**src/rtl/piso_serializer.sv**
```systemverilog
// -----------------------------------------------------------------------------
// piso_serializer
//
// Transmit end of the serial bit link. A WIDTH-bit word is taken over a
// valid/ready handshake and sent one bit per clock on sout. sout_valid
// qualifies each bit. sout_first and sout_last mark the word boundaries.
//
// With LSB_FIRST=1, bit 0 goes out first. A downstream SIPO of the same width
// (din enters at the MSB and shifts toward bit 0) then holds the original word
// after the last bit. With LSB_FIRST=0, bit WIDTH-1 goes out first.
//
// A new word can be accepted while the last bit of the current word is on the
// wire. This gives gapless back-to-back transfers.
//
// Ports
//   clk          rising-edge clock
//   rst          synchronous active-high reset; drops any word in flight
//   pdata        parallel word to transmit (WIDTH bits)
//   pdata_valid  pdata is valid; upstream holds it until it is accepted
//   pdata_ready  block accepts pdata this cycle (depends on state only)
//   sout         serial data bit, forced to 0 when sout_valid is low
//   sout_valid   sout carries a bit of a word this cycle
//   sout_first   current bit is the first bit of its word
//   sout_last    current bit is the last bit of its word
//   busy         a word is being shifted out (same as sout_valid)
// -----------------------------------------------------------------------------
module piso_serializer #(
    parameter int WIDTH     = 4,
    parameter bit LSB_FIRST = 1'b1
) (
    input  logic             clk,
    input  logic             rst,
    input  logic [WIDTH-1:0] pdata,
    input  logic             pdata_valid,
    output logic             pdata_ready,
    output logic             sout,
    output logic             sout_valid,
    output logic             sout_first,
    output logic             sout_last,
    output logic             busy
);

    localparam int CNT_W = (WIDTH > 2) ? $clog2(WIDTH) : 1;
    localparam logic [CNT_W-1:0] LAST_CNT = CNT_W'(WIDTH - 1);

    typedef enum logic {
        ST_IDLE  = 1'b0,
        ST_SHIFT = 1'b1
    } state_t;

    state_t           state_q, state_d;
    logic [WIDTH-1:0] shreg_q, shreg_d;
    logic [CNT_W-1:0] bit_cnt_q, bit_cnt_d;

    logic             in_shift;
    logic             on_last_bit;
    logic             accept;
    logic [WIDTH-1:0] shreg_shifted;
    logic             head_bit;

    // The shift direction and the bit presented on the wire are fixed at
    // elaboration time. The bit on sout is always the one at the exit end
    // of shreg.
    generate
        if (LSB_FIRST) begin : g_lsb_first
            assign shreg_shifted = {1'b0, shreg_q[WIDTH-1:1]};
            assign head_bit      = shreg_q[0];
        end else begin : g_msb_first
            assign shreg_shifted = {shreg_q[WIDTH-2:0], 1'b0};
            assign head_bit      = shreg_q[WIDTH-1];
        end
    endgenerate

    assign in_shift    = (state_q == ST_SHIFT);
    assign on_last_bit = in_shift && (bit_cnt_q == LAST_CNT);

    // Ready looks only at state and bit_cnt. It never depends on
    // pdata_valid, so there is no combinational path from valid to ready.
    assign pdata_ready = (state_q == ST_IDLE) || on_last_bit;
    assign accept      = pdata_valid && pdata_ready;

    // Next-state logic for the state machine and the datapath.
    always_comb begin
        state_d   = state_q;
        shreg_d   = shreg_q;
        bit_cnt_d = bit_cnt_q;

        if (accept) begin
            // Covers both the idle case and a reload on the last bit.
            // A reload on the last bit keeps SHIFT, so there is no bubble.
            state_d   = ST_SHIFT;
            shreg_d   = pdata;
            bit_cnt_d = '0;
        end else if (in_shift) begin
            if (on_last_bit) begin
                state_d   = ST_IDLE;
                bit_cnt_d = '0;
            end else begin
                shreg_d   = shreg_shifted;
                bit_cnt_d = bit_cnt_q + 1'b1;
            end
        end
    end

    // State registers. Reset has priority over everything, including an
    // asserted pdata_valid.
    always_ff @(posedge clk) begin
        if (rst) begin
            state_q   <= ST_IDLE;
            shreg_q   <= '0;
            bit_cnt_q <= '0;
        end else begin
            state_q   <= state_d;
            shreg_q   <= shreg_d;
            bit_cnt_q <= bit_cnt_d;
        end
    end

    // Outputs. shreg keeps stale bits after a word ends, so sout is gated
    // to 0 outside SHIFT.
    assign sout_valid = in_shift;
    assign busy       = in_shift;
    assign sout       = in_shift && head_bit;
    assign sout_first = in_shift && (bit_cnt_q == '0);
    assign sout_last  = on_last_bit;

endmodule

```
**config.mk**
```make
export PLATFORM = sky130hd
export DESIGN_NAME = piso_serializer
export DESIGN_NICKNAME = d
export VERILOG_FILES = /design/src/rtl/piso_serializer.sv
export SDC_FILE = /design/constraint.sdc
export NUM_CORES = 1
export LEC_CHECK = 0
export ABC_AREA = 1
export ABC_CLOCK_PERIOD_IN_PS = 2600
export BUFFER_PORTS_ARGS = -buffer_cell sky130_fd_sc_hd__buf_2
export CORE_AREA = 3 3 40 42
export CTS_CLUSTER_DIAMETER = 120
export DETAILED_ROUTE_END_ITERATION = 10
export DIE_AREA = 0 0 43 45
export HOLD_SLACK_MARGIN = 0.1
export MAX_ROUTING_LAYER = met4
export SETUP_SLACK_MARGIN = 0.4
export SLEW_MARGIN = 20
export SYNTH_ARGS = -nofsm -noshare
export SYNTH_HDL_FRONTEND = slang
export SYNTH_SLANG_ARGS = --single-unit
```
**constraint.sdc**
```tcl
create_clock -name clk -period 2.6 [get_ports clk]
set_clock_uncertainty 0.15 [all_clocks]
set_input_delay 0.52 -clock clk [delete_from_list [all_inputs] [get_ports clk]]
set_output_delay 0.52 -clock clk [all_outputs]
set_load 0.02 [all_outputs]
```
======== Word-level counts from Yosys, hierarchy flattened ========
Index checks and enable logic that the tools add are counted.
Widths: inputs -> output; s select.
operators by class
  div/mod/pow operators ................... 0
  equality and inequality tests ........... 2
  $mul .................................... 0
  reduce and logical (&&, ||, !) cells .... 9
  mux-type cells .......................... 7
  bitwise gates (word level) .............. 1
  order comparisons ....................... 0
  add/subtract/negate cells ............... 1
  shift operators ......................... 0
operator list
  cell                 number
  $mux 4               3
  $logic_and 1x1->1    4
  $mux 1               3
  $add 2x1->2 const B  1
  $eq 2x2->1 const B   1
  $logic_not 2->1      1
  $mux 2               1
  $ne 2x1->1 const B   1
  $reduce_and 2->1     1
  $reduce_bool 2->1    1
  $reduce_or 2->1      1
  $logic_or 1x1->1     1
  $not 1->1            1
storage, ports and cells
  output and inout bits ................... 6
  bits in registers ....................... 7
  bits in writable memories ............... 0
  bits in latches ......................... 0
  input bits .............................. 7
  bits in read-only memories .............. 0
  word-level logic and storage cells ...... 23
  memories ................................ 0

======== Depth between registers and ports, before layout ========
Gate-level depths: netlist (run 1).
  depth after elaboration ................. 6
  gate-level depth with buffers ........... 7
  depth with buffers taken out ............ 7

======== Least setup slack after synthesis (run 1) ========
OpenSTA, ideal clock, no wires.
  path type ............................... register to output
  start ................................... register state_q (netlist: busy)
  end ..................................... output sout_last
  setup slack ............................. 1.125 ns
  stages on the path, launching flop included .. 4
  required time ........................... 1.930 ns
  path buffers ............................ 1
  arrival time ............................ 0.805 ns
  path through ............................ dfxtp_1 > buf_6 > nand2_1 > inv_1
between the ends
  word-level cells in the longest chain between the ends .. 1
RTL lines
  element                 RTL line  source
  start, declared         51        state_t state_q, state_d;
  start signal, assigned  113       state_q <= state_d;
  $logic_and 1x1->1       75        assign on_last_bit = in_shift && (bit_cnt_q == LAST_CNT);
  end, declared           39        output logic sout_last,
Every way passes these cells.

======== Final worst setup path (run 1) ========
  start ................................... register bit_cnt_q[0]
  end ..................................... output pdata_ready
between the ends
  word-level cells in the longest chain between the ends .. 3
RTL lines
  element                 RTL line  source
  start, declared         53        logic [CNT_W-1:0] bit_cnt_q, bit_cnt_d;
  start signal, assigned  115       bit_cnt_q <= bit_cnt_d;
  $eq 2x2->1              75
  $logic_and 1x1->1       75
  $logic_or 1x1->1        79        assign pdata_ready = (state_q == ST_IDLE) || on_last_bit;
  end, declared           35        output logic pdata_ready,
Every way passes these cells.

==> results of run 1 <==
## registers in the layout, summed over array words and instances, names as in the netlist
register   flops
shreg_q        4
bit_cnt_q      2
busy           1
## stage by stage
step / power [mW] / hold slack, ns / cell area [um^2]
4_1_cts: 0.265 / 0.309 / 469
3_3_place_gp: 0.163 / 0.307 / 443
5_1_grt: 0.276 / 0.320 / 469
2_1_floorplan: 0.152 / 0.291 / 383
6_report: 0.263 / 0.315 / 469
3_5_place_dp: 0.163 / 0.314 / 443
## cells in the mapped netlist
cell type                  n  area share (%)
sky130_fd_sc_hd__nor2_4    1             2.9
sky130_fd_sc_hd__a21oi_1   2             2.6
sky130_fd_sc_hd__nand3_1  10              13
sky130_fd_sc_hd__inv_2     3             2.9
sky130_fd_sc_hd__inv_1     8             7.8
sky130_fd_sc_hd__buf_6     1             2.9
sky130_fd_sc_hd__ha_1      2             6.5
sky130_fd_sc_hd__dfxtp_1   7              37
sky130_fd_sc_hd__o21ai_1   1             1.3
sky130_fd_sc_hd__buf_4     1             2.0
sky130_fd_sc_hd__nor2_1    4             3.9
sky130_fd_sc_hd__inv_4     1             1.6
sky130_fd_sc_hd__nand2_1  12              12
sky130_fd_sc_hd__nand2_2   1             1.6
sky130_fd_sc_hd__a21oi_2   1             2.3
## report_power, final
part	switching (mW)	internal, mW
clock network	0.0436	0.0588
registers	0.00559	0.113
logic	0.0257	0.0158
## logic make-up (layout without fill, tap and decap cells)
family	Yosys count	count (layout)	synth area share [%]
adders and majority gates	2	2	6.53
and+or+nand+nor	28	28	33.3
buffers and inverters	14	28	17.3
DFF	7	7	36.6
AOI/OAI and AO/OA	4	4	6.21
## area by class of cell
type,count,share of cell area (%)
Tap cell,15,4.00
Timing Repair Buffer,12,12.8
Clock buffer,4,5.60
Multi-Input combinational cell,34,37.6
Inverter,12,10.1
Sequential cell,7,29.9
## worst min path at each step
stage	from	endpoint	slack (ns)	cells past startpoint
after floorplan	shreg_q[3]$_SDFFE_PP0P_	shreg_q[3]$_SDFFE_PP0P_	0.29	2
after global placement	shreg_q[3]$_SDFFE_PP0P_	shreg_q[3]$_SDFFE_PP0P_	0.31	2
after detailed placement	shreg_q[3]$_SDFFE_PP0P_	shreg_q[3]$_SDFFE_PP0P_	0.31	2
after CTS	rst	shreg_q[3]$_SDFFE_PP0P_	0.31	2
after global routing	rst	shreg_q[3]$_SDFFE_PP0P_	0.32	2
final	rst	shreg_q[3]$_SDFFE_PP0P_	0.32	2
## cells in the final DEF (no fill, tap or decap)
cell type | netlist | routed
sky130_fd_sc_hd__nand2_1 | 12 | 12
sky130_fd_sc_hd__buf_2 | 0 | 12
sky130_fd_sc_hd__nand3_1 | 10 | 10
sky130_fd_sc_hd__inv_1 | 8 | 8
sky130_fd_sc_hd__dfxtp_1 | 7 | 7
sky130_fd_sc_hd__nor2_1 | 4 | 4
sky130_fd_sc_hd__inv_2 | 3 | 3
sky130_fd_sc_hd__clkbuf_4 | 0 | 3
sky130_fd_sc_hd__a21oi_1 | 2 | 2
sky130_fd_sc_hd__ha_1 | 2 | 2
sky130_fd_sc_hd__nand2_2 | 1 | 1
sky130_fd_sc_hd__inv_4 | 1 | 1
sky130_fd_sc_hd__nor2_4 | 1 | 1
sky130_fd_sc_hd__a21oi_2 | 1 | 1
sky130_fd_sc_hd__o21ai_1 | 1 | 1
sky130_fd_sc_hd__clkbuf_1 | 0 | 1
## routing by layer
metal	vias to the layer above	track usage [%]	share of wire (%)
li1	193	-	-
met2	6	12.6	45
met4	0	9.04	1.8
met3	2	3.59	6.2
met5	-	-	0
met1	151	11.2	47
==> impl_metrics.py, run 1 <==
metrics = {
    "worst_setup_path": {
        "crit_start": "bit_cnt_q[0]$_SDFFE_PP0P_",
        "cp-end-kind": "primary output",
        "crit_path_start_kind": "flop",
        "critPathArrivalTime_ns": 1.23,
        "crit_family": "flip-flops",
        "critPathMaxStageDelay_ns": 0.35,
        "setup.worst_path.class": "flop to primary output",
        "critical-path-slowest-cell": "sky130_fd_sc_hd__dfxtp_1",
        "setup.worst_path.end": "pdata_ready",
        "path_buf_inv": 2,
        "regToRegStartpoint": "bit_cnt_q[0]$_SDFFE_PP0P_",
        "cp_num_cells": 4,
        "setup_slack_of_the_worst_register_to_register_path_ns": 1.33,
        "timing.rr.end": "shreg_q[2]$_SDFFE_PP0P_",
        "timing.critical_path.fanout_max": 8,
        "critPathRequiredTime_ns": 1.93,
        "worst-r2r-cell-count": 7,
        "critical_path.cell_chain": "ha_1 > inv_2 > nand2_2 > buf_2",
    },
    "sta": {
        "min_tclk_post_route_ns": 1.90,
        "hold_violations": 0,
        "final-max-slew-violation-count": 0,
        "max_clock_freq_mhz": 526,
        "finalWorstSetupSlack_ns": 0.697,
        "timing.slew.headroom_pct": 77.4,
        "rsz_0062_raised_after_global_routing": "no",
        "final-setup-viol-count": 0,
        "timing.setup.tns_ns": 0,
        "slew_at_the_pin_with_the_worst_max_slew_slack_ns": 0.339,
        "timing.final.crit_share_pct": 73.2,
    },
    "synthesis": {
        "synth.avg_cell_area_um2": 6.96,
        "yosys.cell_types.count": 15,
        "syn-instance-count": 55,
        "seq_area_frac_synth_pct": 36.6,
        "synthesis.nets": 64,
        "synth_seq_cells": 7,
        "synth_warnings": 0,
        "synth.cell_area_um2": 383,
    },
    "cts": {
        "worst_skew_pair.late_latency_ns": 0.26,
        "cts_htree_levels": 1,
        "tritoncts": "done",
        "cts_hold_buffers": 0,
        "clock_sink_count": 7,
        "postCtsResizedCells": 0,
        "cts.repair_timing.setup_buffer_count": 0,
        "clk_pin_slew_ns": 0.06,
        "cts_buffers": 3,
        "cts_root_buf": "sky130_fd_sc_hd__clkbuf_4",
        "max-clock-path-buffers": 2,
    },
    "detailed_routing": {
        "drt-wirelength-per-cell_um": 8.60,
        "num_vias": 352,
        "antenna_violating_nets_post_route": 0,
        "vias_per_cell": 4.19,
        "detail_route.wirelength_um": 722,
        "detail_route.first_pass.iterations": 2,
        "initialDrtViolationCount": 3,
        "drc": 0,
    },
    "floorplanning": {
        "die_area_um2": 1940,
        "core_region_area_um2": 1280,
        "dieHeight_um": 45,
        "fp.dieW_um": 43,
        "floorplan.rows": 13,
        "initial_utilization_pct": 29.8,
        "top_level_ports": 13,
    },
    "global_routing": {
        "overflow": 0,
        "grt_pass1_vias": 320,
        "grt_first_pass_wirelength_mm": 1.28,
        "grt_antenna_before_repair": 0,
        "grt_max_degree": 10,
        "global_route.usage.total_pct": 9.63,
    },
    "finish": {
        "layout-area-overhead-vs-synth_pct": 22.5,
        "multi_input_area_um2": 176,
        "share_of_final_layout_standard_cells_stronger_than_drive_strength_1_pct": 31.9,
        "antennaDiodeCount": 0,
        "final_core_area_utilization_pct": 36.5,
        "finalNetCount": 79,
        "ff_latch_area_um2": 140,
        "number_of_standard_cells_in_the_layout_taps_in_and_fillers_out": 84,
        "layout.filler_cells": 158,
    },
    "place": {
        "placed_cells_incl_taps": 80,
        "detailedPlacementHpwl_um": 569,
        "detailedPlace.worstSlack_ns": 0.976,
        "buffer_ports.inserted": 12,
        "gpl.final_weighted_congestion": 0.804,
    },
    "power_and_ir_drop": {
        "ir_drop_v": 0.000172,
        "power_density_nw_per_um2": 560,
        "power.leakage_nw": 0.265,
    },
    "run_status": {
        "status": "finished clean",
    },
    "flow_run": {
        "max_cap_viol_count": 0,
    },
    "min_path": {
        "worst_hold_path_type": "input pin to flop",
    },
}
No activity file was read; power rests on OpenSTA's default activity.
==> inputs of run 2 (changes only) <==
--- a/config.mk
+++ b/config.mk
@@ -6,7 +6,7 @@
 export NUM_CORES = 1
 export LEC_CHECK = 0
 export ABC_AREA = 1
-export ABC_CLOCK_PERIOD_IN_PS = 2600
+export ABC_CLOCK_PERIOD_IN_PS = 1800
 export BUFFER_PORTS_ARGS = -buffer_cell sky130_fd_sc_hd__buf_2
 export CORE_AREA = 3 3 40 42
 export CTS_CLUSTER_DIAMETER = 120
==> constraint.sdc (replaced) <==
create_clock -name clk -period 1.8 [get_ports clk]
set_clock_uncertainty 0.15 [all_clocks]
set_input_delay 0.36 -clock clk [delete_from_list [all_inputs] [get_ports clk]]
set_output_delay 0.36 -clock clk [all_outputs]
set_load 0.02 [all_outputs]
==> run 2 against run 1 <==
Effect of this change:
- sequential power grew 45%
- register-to-register slack lost 1.0 ns
- first-iteration DRC count grew 67%
- sequential share of layout area shrank 7.9 points
- clock-buffer cell count is the same
- critical path depth is the same
- critical endpoint unchanged
==> impl_metrics.py, run 2 (synthesis results as in run 1) <==
metrics = {
    "sta": {
        "final-max-slew-violation-count": 0,
        "final-setup-viol-count": 0,
        "max_clock_freq_mhz": 647,
        "timing.final.crit_share_pct": 85.8,
        "min_tclk_post_route_ns": 1.55,
        "timing.setup.tns_ns": 0,
        "slew_at_the_pin_with_the_worst_max_slew_slack_ns": 0.213,
        "hold_violations": 0,
        "timing.slew.headroom_pct": 85.7,
        "worst_slack_on_hold_paths_ns": 0.153,
        "rsz_0062_raised_after_global_routing": "yes",
    },
    "detailed_routing": {
        "vias_per_cell": 4.28,
        "detail_route.first_pass.iterations": 4,
        "initialDrtViolationCount": 5,
        "num_vias": 419,
        "drc": 0,
        "detail_route.wirelength_um": 958,
        "antenna_violating_nets_post_route": 0,
        "drt-wirelength-per-cell_um": 9.78,
    },
    "place": {
        "gpl.final_weighted_congestion": 0.805,
        "detailedPlacementHpwl_um": 569,
        "buffer_ports.inserted": 12,
    },
    "finish": {
        "layout_common_cells": "sky130_fd_sc_hd__buf_6 (12), sky130_fd_sc_hd__nand3_1 (10), sky130_fd_sc_hd__nand2_1 (9)",
        "layout-area-overhead-vs-synth_pct": 80.1,
        "antennaDiodeCount": 0,
        "max_flop_register": "shreg_q",
        "leading_cell_type_in_the_layout_fill_and_taps_excluded": "sky130_fd_sc_hd__buf_6",
        "largest_register_ffs": 4,
        "layout.filler_cells": 126,
        "share_of_final_layout_standard_cells_stronger_than_drive_strength_1_pct": 60.2,
        "finalNetCount": 93,
    },
    "cts": {
        "cts_buffers": 3,
        "cts_htree_levels": 1,
        "tritoncts": "done",
        "clock_sink_count": 7,
        "worst_skew_pair.late_latency_ns": 0.26,
        "cts_root_buf": "sky130_fd_sc_hd__clkbuf_4",
        "max-clock-path-buffers": 2,
        "clk_pin_slew_ns": 0.06,
    },
    "power_and_ir_drop": {
        "power.sequential.fraction_pct": 39.8,
        "ir_drop_v": 0.000260,
        "power_density_nw_per_um2": 625,
        "power.leakage_nw": 0.346,
        "relative_contribution_of_combinational_cells_to_total_power_pct": 26.1,
        "switchingPower_uw": 123,
        "clockPowerShare_pct": 34.1,
        "internal_power_uw": 308,
        "p_sw_share_pct": 28.6,
    },
    "worst_setup_path": {
        "critPathArrivalTime_ns": 1.04,
        "critPathRequiredTime_ns": 1.29,
        "setup.worst_path.class": "flop to primary output",
        "crit_start": "bit_cnt_q[0]$_SDFFE_PP0P_",
        "crit_path_start_kind": "flop",
        "timing.critical_path.fanout_max": 5,
        "cp-end-kind": "primary output",
        "regToRegStartpoint": "bit_cnt_q[0]$_SDFFE_PP0P_",
    },
    "floorplanning": {
        "floorplan.rows": 13,
        "core_region_area_um2": 1280,
        "dieHeight_um": 45,
        "top_level_ports": 13,
        "fp.dieW_um": 43,
        "die_area_um2": 1940,
        "initial_utilization_pct": 29.8,
    },
    "global_routing": {
        "grt_max_degree": 9,
        "grt_first_pass_wirelength_mm": 1.50,
        "global_route.usage.total_pct": 11.3,
        "overflow": 0,
        "grt_antenna_before_repair": 0,
        "grt_pass1_vias": 374,
    },
    "min_path": {
        "min-delay-start": "rst",
        "worst_hold_path_type": "input pin to flop",
    },
    "run_status": {
        "status": "finished clean",
    },
    "flow_run": {
        "max_cap_viol_count": 0,
    },
}
[run 2: metal layers]
| metal | wire length, um | track usage (%) |
|---|---|---|
| met1 | 428 | 12.8 |
| met2 | 473 | 16.2 |
| met3 | 43 | 3.59 |
| met4 | 13 | 9.04 |
| met5 | 0 | - |
[run 2: final timing paths]
kind                            cells past startpoint                        end  slack [ns]
worst max register to register                     10  bit_cnt_q[0]$_SDFFE_PP0P_        0.29
worst min register to register                      2    shreg_q[3]$_SDFFE_PP0P_        0.32
worst min-delay path                                2    shreg_q[3]$_SDFFE_PP0P_        0.15
worst max-delay path                                4                pdata_ready        0.25
[run 2: stage by stage]
step	utilization [%]	instances	total power, mW	setup WS, ns	area [um^2]
after floorplan	-	55	0.219	0.485	383
after global placement	34.5	80	0.235	0.366	443
after detailed placement	34.5	80	0.236	0.336	443
after CTS	46.1	93	0.410	0.241	592
after global routing	53.7	98	0.453	0.221	689
final	53.7	98	0.431	0.255	689
[run 2: worst max-delay path, cell delays in order (launching register included)]
cell and delay [ns]:
sky130_fd_sc_hd__dfxtp_4 0.36, sky130_fd_sc_hd__ha_4 0.17, sky130_fd_sc_hd__inv_4 0.05, sky130_fd_sc_hd__nand2_4 0.06, sky130_fd_sc_hd__buf_6 0.13
[run 2: layout make-up]
class | instances | area (um^2) | area share, %
inverters | 12 | 52.6 | 7.62
flip-flops and latches | 7 | 151 | 22.0
multi-input cells | 34 | 218 | 31.6
well taps | 15 | 18.8 | 2.72
repair buffers | 26 | 223 | 32.3
clock buffers | 4 | 26.3 | 3.81
[run 2: what timing repair did]
item | CTS | global route
setup buffers | 9 | 5
hold buffers | 0 | 0
gates resized for setup | 20 | 20
pin swaps | 2 | 2
endpoints found under the setup margin | 6 | 6
[run 2: power by group through the flow]
stage               sequential [mW]  clock, mW  combinational, mW
global placement              0.175          0             0.0602
CTS                           0.172      0.150             0.0877
global route                  0.173      0.157              0.124
finish                        0.172      0.147              0.113
floorplan                     0.173          0             0.0462
detailed placement            0.175          0             0.0608
